<file path="src/rtl/ptp_cycle_timer_sm_pkg.sv">
// rtl/ptp_cycle_timer_sm_pkg.sv - shared PTP time types, FSM encoding and compare helper
package ptp_cycle_timer_sm_pkg;

    localparam int unsigned NS_PER_SEC = 1_000_000_000;

    typedef struct packed {
        logic [47:0] sec;
        logic [31:0] ns;
    } ptp_time_t;

    typedef enum logic [1:0] {
        IDLE       = 2'd0,
        CATCHUP    = 2'd1,
        WAIT_START = 2'd2,
        RUNNING    = 2'd3
    } timer_state_t;

    // Seconds decide first; ns only breaks a tie.
    function automatic logic time_ge(input ptp_time_t a, input ptp_time_t b);
        return (a.sec > b.sec) || ((a.sec == b.sec) && (a.ns >= b.ns));
    endfunction

endpackage

</file>
<file path="src/rtl/ptp_time_add.sv">
// rtl/ptp_time_add.sv - normalizing add of a ns offset to a {sec, ns} PTP time
module ptp_time_add
    import ptp_cycle_timer_sm_pkg::ptp_time_t;
#(
    parameter int unsigned NS_PER_SEC = ptp_cycle_timer_sm_pkg::NS_PER_SEC
) (
    input  ptp_time_t   t,
    input  logic [31:0] add_ns,
    output ptp_time_t   sum
);

    logic [32:0] ns_sum;

    // Both operands are below NS_PER_SEC, so one subtraction always normalizes.
    always_comb begin
        ns_sum = {1'b0, t.ns} + {1'b0, add_ns};
        if (ns_sum >= 33'(NS_PER_SEC)) begin
            sum.ns  = 32'(ns_sum - 33'(NS_PER_SEC));
            sum.sec = t.sec + 48'd1;
        end else begin
            sum.ns  = ns_sum[31:0];
            sum.sec = t.sec;
        end
    end

endmodule

</file>
<file path="src/rtl/ptp_cycle_timer_sm.sv">
// rtl/ptp_cycle_timer_sm.sv - PTP-aligned gate cycle timer producing CycleStart pulses
module ptp_cycle_timer_sm
    import ptp_cycle_timer_sm_pkg::ptp_time_t, ptp_cycle_timer_sm_pkg::timer_state_t,
           ptp_cycle_timer_sm_pkg::time_ge, ptp_cycle_timer_sm_pkg::IDLE,
           ptp_cycle_timer_sm_pkg::CATCHUP, ptp_cycle_timer_sm_pkg::WAIT_START,
           ptp_cycle_timer_sm_pkg::RUNNING;
#(
    parameter int unsigned CLK_PERIOD_NS = 8,
    parameter int unsigned NS_PER_SEC    = ptp_cycle_timer_sm_pkg::NS_PER_SEC
) (
    input  logic        clk,
    input  logic        rst,
    input  logic [47:0] sync_time_ptp_sec,
    input  logic [31:0] sync_time_ptp_ns,
    input  logic        enable,
    input  logic        cfg_valid,
    input  logic [47:0] base_time_sec,
    input  logic [31:0] base_time_ns,
    input  logic [31:0] cycle_time_ns,
    output logic        CycleStart,
    output logic        cfg_error,
    output logic [15:0] overrun_count,
    output logic [31:0] cycle_count,
    output logic [1:0]  timer_state
);

    localparam logic [31:0] MIN_CYCLE_NS = 32'(2 * CLK_PERIOD_NS);
    localparam logic [31:0] NS_LIMIT     = 32'(NS_PER_SEC);

    timer_state_t state, state_next;
    ptp_time_t    now, next_start, next_plus, cfg_base;
    logic [31:0]  cfg_cycle;
    logic         cfg_ok, enable_d, overrun_mode;
    logic         cfg_in_ok, enable_rise, now_ge_next, now_ge_plus;
    logic         load_cfg, reject_cfg, restart, advance, fire, skip;

    assign now         = {sync_time_ptp_sec, sync_time_ptp_ns};
    assign cfg_in_ok   = (cycle_time_ns >= MIN_CYCLE_NS) && (cycle_time_ns < NS_LIMIT)
                         && (base_time_ns < NS_LIMIT);
    assign enable_rise = enable && !enable_d;
    assign now_ge_next = time_ge(now, next_start);
    assign now_ge_plus = time_ge(now, next_plus);
    assign timer_state = state;

    ptp_time_add #(.NS_PER_SEC(NS_PER_SEC)) u_next_add (
        .t      (next_start),
        .add_ns (cfg_cycle),
        .sum    (next_plus)
    );

    always_ff @(posedge clk) begin
        if (rst) state <= IDLE;
        else     state <= state_next;
    end

    always_comb begin
        state_next = state;
        if (cfg_valid) begin
            state_next = (cfg_in_ok && enable) ? CATCHUP : IDLE;
        end else if (!enable) begin
            state_next = IDLE;
        end else if (restart) begin
            state_next = CATCHUP;
        end else begin
            case (state)
                CATCHUP:             if (!now_ge_next) state_next = WAIT_START;
                WAIT_START, RUNNING: if (fire) state_next = now_ge_plus ? CATCHUP : RUNNING;
                default:             state_next = state;
            endcase
        end
    end

    // Holding off a fire right after a pulse keeps CycleStart from ever being back-to-back.
    always_comb begin
        load_cfg   = 1'b0;
        reject_cfg = 1'b0;
        restart    = 1'b0;
        advance    = 1'b0;
        fire       = 1'b0;
        if (cfg_valid) begin
            load_cfg   = cfg_in_ok;
            reject_cfg = !cfg_in_ok;
        end else if (enable) begin
            if (enable_rise && cfg_ok && state == IDLE) begin
                restart = 1'b1;
            end else begin
                case (state)
                    CATCHUP:             advance = now_ge_next;
                    WAIT_START, RUNNING: fire    = now_ge_next && !CycleStart;
                    default:             ;
                endcase
            end
        end
        skip = advance && overrun_mode;
    end

    always_ff @(posedge clk) begin
        if (rst) begin
            CycleStart    <= 1'b0;
            cfg_error     <= 1'b0;
            overrun_count <= '0;
            cycle_count   <= '0;
            next_start    <= '0;
            cfg_base      <= '0;
            cfg_cycle     <= '0;
            cfg_ok        <= 1'b0;
            enable_d      <= 1'b0;
            overrun_mode  <= 1'b0;
        end else begin
            enable_d   <= enable;
            CycleStart <= fire;
            cfg_error  <= reject_cfg;
            if (load_cfg) begin
                cfg_base     <= {base_time_sec, base_time_ns};
                cfg_cycle    <= cycle_time_ns;
                cfg_ok       <= 1'b1;
                next_start   <= {base_time_sec, base_time_ns};
                overrun_mode <= 1'b0;
            end else if (restart) begin
                next_start   <= cfg_base;
                overrun_mode <= 1'b0;
            end else if (advance || fire) begin
                next_start <= next_plus;
            end
            // Catch-up steps only count as overruns when a time jump, not a reload, caused them.
            if (fire) begin
                cycle_count  <= cycle_count + 32'd1;
                overrun_mode <= now_ge_plus;
            end
            if (skip && overrun_count != 16'hFFFF) begin
                overrun_count <= overrun_count + 16'd1;
            end
        end
    end

endmodule
</file>
<file path="config.mk">
export PLATFORM = sky130hd
export DESIGN_NAME = ptp_cycle_timer_sm
export DESIGN_NICKNAME = d
export VERILOG_FILES = /design/src/rtl/ptp_cycle_timer_sm_pkg.sv /design/src/rtl/ptp_time_add.sv /design/src/rtl/ptp_cycle_timer_sm.sv
export SDC_FILE = /design/constraint.sdc
export NUM_CORES = 1
export LEC_CHECK = 0
export CAP_MARGIN = 20
export CORE_MARGIN = 3
export CORE_UTILIZATION = 30
export DETAILED_ROUTE_END_ITERATION = 8
export GPL_ROUTABILITY_DRIVEN = 0
export HOLD_SLACK_MARGIN = 0.15
export SLEW_MARGIN = 15
export SYNTH_ARGS = -nofsm -noshare
export SYNTH_HDL_FRONTEND = slang
export SYNTH_HIERARCHICAL = 1
export SYNTH_SLANG_ARGS = --single-unit
</file>
<file path="constraint.sdc">
create_clock -name clk -period 7.91 [get_ports clk]
set_input_delay 1.1865 -clock clk [delete_from_list [all_inputs] [get_ports clk]]
set_output_delay 1.1865 -clock clk [all_outputs]
set_load 0.05 [all_outputs]
</file>
==> metrics.md, run 1 <==
| Metric | Value |
|---|---|
| FF-to-FF setup slack | 0.85 ns |
| Layout Nets | 3139 |
| Vert. Die Dim | 257 um |
| Clock latency at the later pin of the worst-skew pair | between 0.5 and 0.6 ns |
| Critical Path Fanout Max | 34 |
| Grt ovf | 0 |
| Clock Tree Root | clkbuf_16 |
| Lkg Pwr | 8.12 nW |
| DP HPWL | 47600 um |
| Layout cell share with drive strength beyond 1 | 0.0404 |
| Max VDD drop | between 0.0001 and 0.00015 V |
| Share of the yosys chip area belonging to registers | 0.263 |
| Total CTS buffers | 31 |
| CP top delay family | compound AO/OA/AOI/OAI gates |
| Post-synth EDFFs | 0 |
| Final Non-Filler Cells | 3613 |
| CTS tree | done |
| Die Area | 0.0658 mm2 |
| Initial antenna violation count | 12 |
| CP startpoint kind | flip-flop |
| Final wirelength | 63100 um |
| Least-Margin Pin Slew | 0.926 ns |
| Clock transition at the registers of the reported paths | 0.06 ns |
| Area delta synth->final | 21.9% |
| Hold Buf Count CTS | 0 |
| # DRC | 0 |
| Avg Synthesized Cell Area | 7.28 um2 |
| RSZ-0062 raised after global routing | false |
| Stages on the worst setup path | 23 |
| Fmax | 142 MHz |
| Commonest non-fill, non-tap cell in the layout | nand2_1 |
| Rows | 91 |
| Tmin final | 7.06 ns |
| Postcts setup bufs | 0 |
| Fill count | 6624 |
| Vias in the first global route | between 15k and 20k |
| Synth Instances | 2587 |
| Final setup vio count | 0 |
| CP Class | flip-flop to flip-flop |
| Crit-path cells | ha_1, fa_1, a211oi_2, o21a_1, o41ai_1, a211o_1, a221oi_1, o211ai_1, a31oi_1, o211ai_1, and2_2, buf_4, nor4_2, xor2_1, inv_1, ha_1, nand4_1, nor3_1, nand3_1, nor2_1, o2111a_1, o31ai_1, a211oi_1 |
| Core area | 0.0619 mm2 |
| Chip width | ~260 um |
| Clock Path Buffers | 3 |
| Warning count from the yosys run | 6 |
| Max-cap violations | 0 |
| Syn Nets | 2980 |
| Pwr Total | 3.06 mW |
| Yosys cell types | 77 |
| Critical path buffers and inverters | 2 |
| Endpoint type of the worst setup path | flip-flop |
| Most used DFF post-synth | dfxtp_1 |
| DRT iter0 DRCs | 1095 |
| IO buf count | 247 |
| Pwr Density | around 130 mW/mm2 |
| Most frequent cells in the layout | 567 x nand2_1, 292 x a21oi_1, 247 x dfxtp_1 |
| Mapped Area | 0.0188 mm2 |
| WHS Path Cells | 2 |
| Ports | 248 |
| Final TNS setup | 0 ns |
| Global router's overall resource usage | 0.184 |
| Final cycle utilization of the critical path | 0.892 |
| DR vias | 18.6k |
| Final antenna-violating net count | 0 |
| Vias per cell | 5.14 |
| Slowest stage delay, CP | around 0.51 ns |
| Clock skew | 0.0198 ns |
| Fin. Hold Viols | 0 |
| Drt first pass iters | 5 |
| Data arrival, critical path | approximately 7.6 ns |
| Final core utilization | 0.371 |
| H-Tree Depth | 1 |
| First-pass GRT wire length | just under 100000 um |
| Asr flop ratio synth | 0 |
| CTS resizes | 0 |
| Setup WS pre-CTS | 0.832 ns |
| CP max-delay cell | a221oi_1 |
| CTS Sinks | 247 |
| Setup ws final | between 0.8 and 0.9 ns |
| DP Cell Count | around 3.6k |
| Largest net degree at the start of global routing | 180 |
| Relative slew slack | 0.367 |
| Synth Register Bits | 247 |
| Hold/Removal Path Class | flip-flop to flip-flop |
| Crit path required time | 8.40 ns |
| Count of pins over their slew limit | 0 |
| Status | finished clean |
| Initial Util | 0.304 |
| Worst R2R Path Depth | 23 |
| Wirelength per Cell | 17.5 um |
## tightest hold or removal path, cell delays in order (launching register included)
cell and delay (ns):
dfxtp_1 0.31, nand2_1 0.05, a21oi_1 0.05
## flip-flops by register name, indices dropped and copies added, names as in the netlist
register and count:
timer_state 2, enable_d 1, cycle_count 32, cfg_base 80, next_start 80, cfg_ok 1, overrun_count 16, cfg_cycle 32
cfg_error 1, overrun_mode 1, CycleStart 1
## layer usage
layer	global-route usage	wire [um]
met1	0.247	29000
met5	0	89
met4	0.0595	2010
met3	0.0465	4570
met2	0.289	27400
## cell type report
type	instances	area [um2]	share of cell area
Timing Repair Buffer	264	2620	0.114
Inverter	183	687	0.0299
Clock buffer	45	898	0.0391
Multi-Input combinational cell	2019	12600	0.550
Tap cell	837	1050	0.0456
Antenna cell	6	15.0	0.000654
Sequential cell	247	4940	0.215
Clock inverter	12	130	0.00567
## kinds of logic after synthesis
family	share of synthesized area
xor gates and xnor gates	0.0549
and+or+nand+nor	0.262
adders and majority gates	0.131
muxes	0.00505
buffers and inverters	0.0699
DFF	0.263
AOI/OAI and AO/OA	0.215
## power breakdown
group          total [mW]  internal (mW)  switching (mW)
combinational       0.346          0.160           0.187
sequential           1.26           1.25         0.00693
clock                1.45          0.850           0.598
total                3.06           2.26           0.792
## Yosys cell counts (29+ instances only)
library cell	number	area share
a21o_1	32	0.013
a21oi_1	292	0.078
a311o_1	80	0.043
and3_1	29	0.0096
clkbuf_1	112	0.022
dfxtp_1	247	0.26
ha_1	196	0.13
inv_1	183	0.036
nand2_1	567	0.11
nand3_1	63	0.017
nand4_1	58	0.019
nor2_1	191	0.038
nor3_1	36	0.0096
o21ai_0	66	0.018
xor2_1	97	0.045
## stage by stage
stage	area (um2)	hold slack (ns)
final	23000	0.455
after global routing	22900	0.468
after CTS	22900	0.456
after detailed placement	21900	0.447
after global placement	21900	0.443
after floorplan	18800	0.430
## path summary, 6_finish.rpt
check	from	to
setup / recovery	next_start[0]	timer_state[1]
hold / removal	cfg_base[66]	cfg_base[66]
setup reg to reg	next_start[0]	timer_state[1]
hold reg to reg	cfg_base[66]	cfg_base[66]
No activity file was read; power rests on OpenSTA's default activity.
==> run 2: changes to the inputs <==
Settings changed: CORE_ASPECT_RATIO set to 1.25.
==> metrics.md, run 2 (synthesis gave the netlist of run 1 again) <==
| Metric | Value |
|---|---|
| Slowest stage delay, CP | 0.52 ns (about the same) |
| Fin. Hold Viols | 0 (unchanged) |
| IO buf count | 247 (unchanged) |
| Largest net degree at the start of global routing | 197 (+9.4%) |
| Initial Util | 0.304 (-0.000417) |
| Ports | 248 (unchanged) |
| Placed cell areas | 0.0219 mm2 (+0.13%) |
| Least-Margin Pin Slew | 1.05 ns (+0.129 ns) |
| Final wirelength | 62200 um (-1.3%) |
| CP max-delay cell | a221oi_1 |
| H-Tree Depth | 1 (unchanged) |
| Rows | 102 (+12%) |
| Pwr Total | 3.05 mW (about the same) |
| Relative slew slack | 0.297 (-0.0699) |
| Drt first pass iters | 5 (unchanged) |
| CP startpoint kind | flip-flop |
| Clock transition at the registers of the reported paths | 0.06 ns (about the same) |
| Critical Path Fanout Max | 27 (-21%) |
| Count of pins over their slew limit | 0 (unchanged) |
| Most frequent cells in the layout | 567 x nand2_1, 292 x a21oi_1, 247 x dfxtp_1 |
| Critical path buffers and inverters | 2 (unchanged) |
| Final setup vio count | 0 (unchanged) |
| Area occupied by multi-input gates | 0.0126 mm2 (unchanged) |
| Clock Tree Root | clkbuf_16 |
| Pwr Density | 133 mW/mm2 (-0.33%) |
| Final Non-Filler Cells | 3608 (-0.14%) |
| Crit-path cells | ha_1, fa_1, a211oi_2, o21a_1, o41ai_1, a211o_1, a221oi_1, nand4_1, o41ai_2, o211ai_1, and2_2, buf_4, nor3_1, xor2_1, inv_1, ha_1, a21oi_1, o21ai_0, a2111oi_0, a2bb2oi_1, a31oi_1, nor3_1, o31ai_1, a211oi_1 |
| Largest regs | cfg_base x80, next_start x80 |
| Clock Path Buffers | 3 (unchanged) |
| DRT iter0 DRCs | 1114 (+1.7%) |
| Die Area | 0.0658 mm2 (about the same) |
| Chip width | 230 um (-10%) |
| Vias in the first global route | 17.7k (+1.5%) |
| DP HPWL | 47500 um (-0.21%) |
| Hold_ws | 0.452 ns (-0.00212 ns) |
| Commonest non-fill, non-tap cell in the layout | nand2_1 |
| Wirelength per Cell | 17.2 um (-1.2%) |
| Total CTS buffers | 31 (unchanged) |
| CTS Sinks | 247 (unchanged) |
| CP Class | flip-flop to flip-flop |
| Layout Nets | 3142 (+0.096%) |
| Grt ovf | 0 (unchanged) |
| Fill count | 6667 (+0.65%) |
| Fmax | 146 MHz (+2.8%) |
| Tmin final | 6.87 ns (-0.190 ns) |
| Data arrival, critical path | 7.34 ns (-0.21 ns) |
| Endpoint type of the worst setup path | flip-flop |
| Initial antenna violation count | 10 (-2) |
| CP top delay family | compound AO/OA/AOI/OAI gates |
| Clock latency at the later pin of the worst-skew pair | 0.58 ns (about the same) |
| First-pass GRT wire length | 97900 um (-1.2%) |
| Postcts setup bufs | 0 (unchanged) |
| Vias per cell | 5.15 (+0.28%) |
| Core area | 0.0620 mm2 (+0.14%) |
| Hold/Removal Path Class | flip-flop to flip-flop |
| CTS tree | done |
| Hold Buf Count CTS | 0 (unchanged) |
| Clock skew | 0.0232 ns (+0.00349 ns) |
| Final cycle utilization of the critical path | 0.868 (-0.0241) |
| Final instance area | 0.0230 mm2 (+0.24%) |
| Lkg Pwr | 8.17 nW (+0.66%) |
| Final TNS setup | 0 ns (unchanged) |
| Status | finished clean |
| Vert. Die Dim | 286 um (+12%) |
| DR vias | 18.6k (+0.14%) |
| RSZ-0062 raised after global routing | false |
| Final antenna-violating net count | 0 (unchanged) |
| Max-cap violations | 0 (unchanged) |
| Crit path required time | 8.38 ns (-0.02 ns) |
| Max VDD drop | 0.000136 V (-4.2%) |
| Area delta synth->final | 22.1% |
| Global router's overall resource usage | 0.183 (-0.00164) |
| CTS resizes | 0 (unchanged) |
| DP Cell Count | 3547 (-0.085%) |
| Register area | 0.00494 mm2 (unchanged) |
| # DRC | 0 (unchanged) |
| Layout cell share with drive strength beyond 1 | 0.0412 (+0.000722) |
## run 2: layout make-up
type                       instances  share of cell area
inverter                         183              0.0299
tap                              832              0.0452
sequential                       247               0.215
clock buffer                      43              0.0387
timing repair buffer             267               0.116
antenna                            6            0.000653
clock inverter                    11             0.00593
multi-input combinational       2019               0.548
## run 2: worst register-to-register path, cell delays in order, from the launching register on
cell and delay (ns):
dfxtp_1 0.32, ha_1 0.24, fa_1 0.43, a211oi_2 0.33, o21a_1 0.32, o41ai_1 0.13
a211o_1 0.33, a221oi_1 0.52, nand4_1 0.23, o41ai_2 0.42, o211ai_1 0.15, and2_2 0.45
buf_4 0.35, nor3_1 0.25, xor2_1 0.21, inv_1 0.07, ha_1 0.28, a21oi_1 0.14
o21ai_0 0.10, a2111oi_0 0.41, a2bb2oi_1 0.21, a31oi_1 0.09, nor3_1 0.42, o31ai_1 0.13
a211oi_1 0.23
## run 2: worst paths after layout
path | start | cells past startpoint | slack, ns | to
setup / recovery | next_start[0] | 24 | 1.04 | timer_state[1]
hold / removal | cfg_base[73] | 2 | 0.45 | cfg_base[73]
setup reg to reg | next_start[0] | 24 | 1.04 | timer_state[1]
hold reg to reg | cfg_base[73] | 2 | 0.45 | cfg_base[73]
## run 2: per-stage QoR
| stage | utilization | setup slack, ns |
|---|---|---|
| 6_report | 0.371 | 1.04 |
| 5_1_grt | 0.371 | 0.327 |
| 4_1_cts | 0.370 | 1.04 |
| 3_5_place_dp | 0.354 | 1.08 |
| 3_3_place_gp | 0.353 | 1.20 |
| 2_1_floorplan | - | 2.22 |
## run 2: metal layers
layer	GRT usage	up-vias	share of wire	routed length, um
li1	-	9386	-	-
met1	0.231	8669	0.44	27400
met2	0.304	413	0.46	28700
met3	0.0390	113	0.059	3670
met4	0.0696	8	0.039	2430
met5	0	-	0.00092	57
## run 2: report_power, final
part	switching, mW	total [mW]	internal [mW]
Clock	0.573	1.45	0.874
Sequential	0.00726	1.26	1.25
Combinational	0.183	0.344	0.161
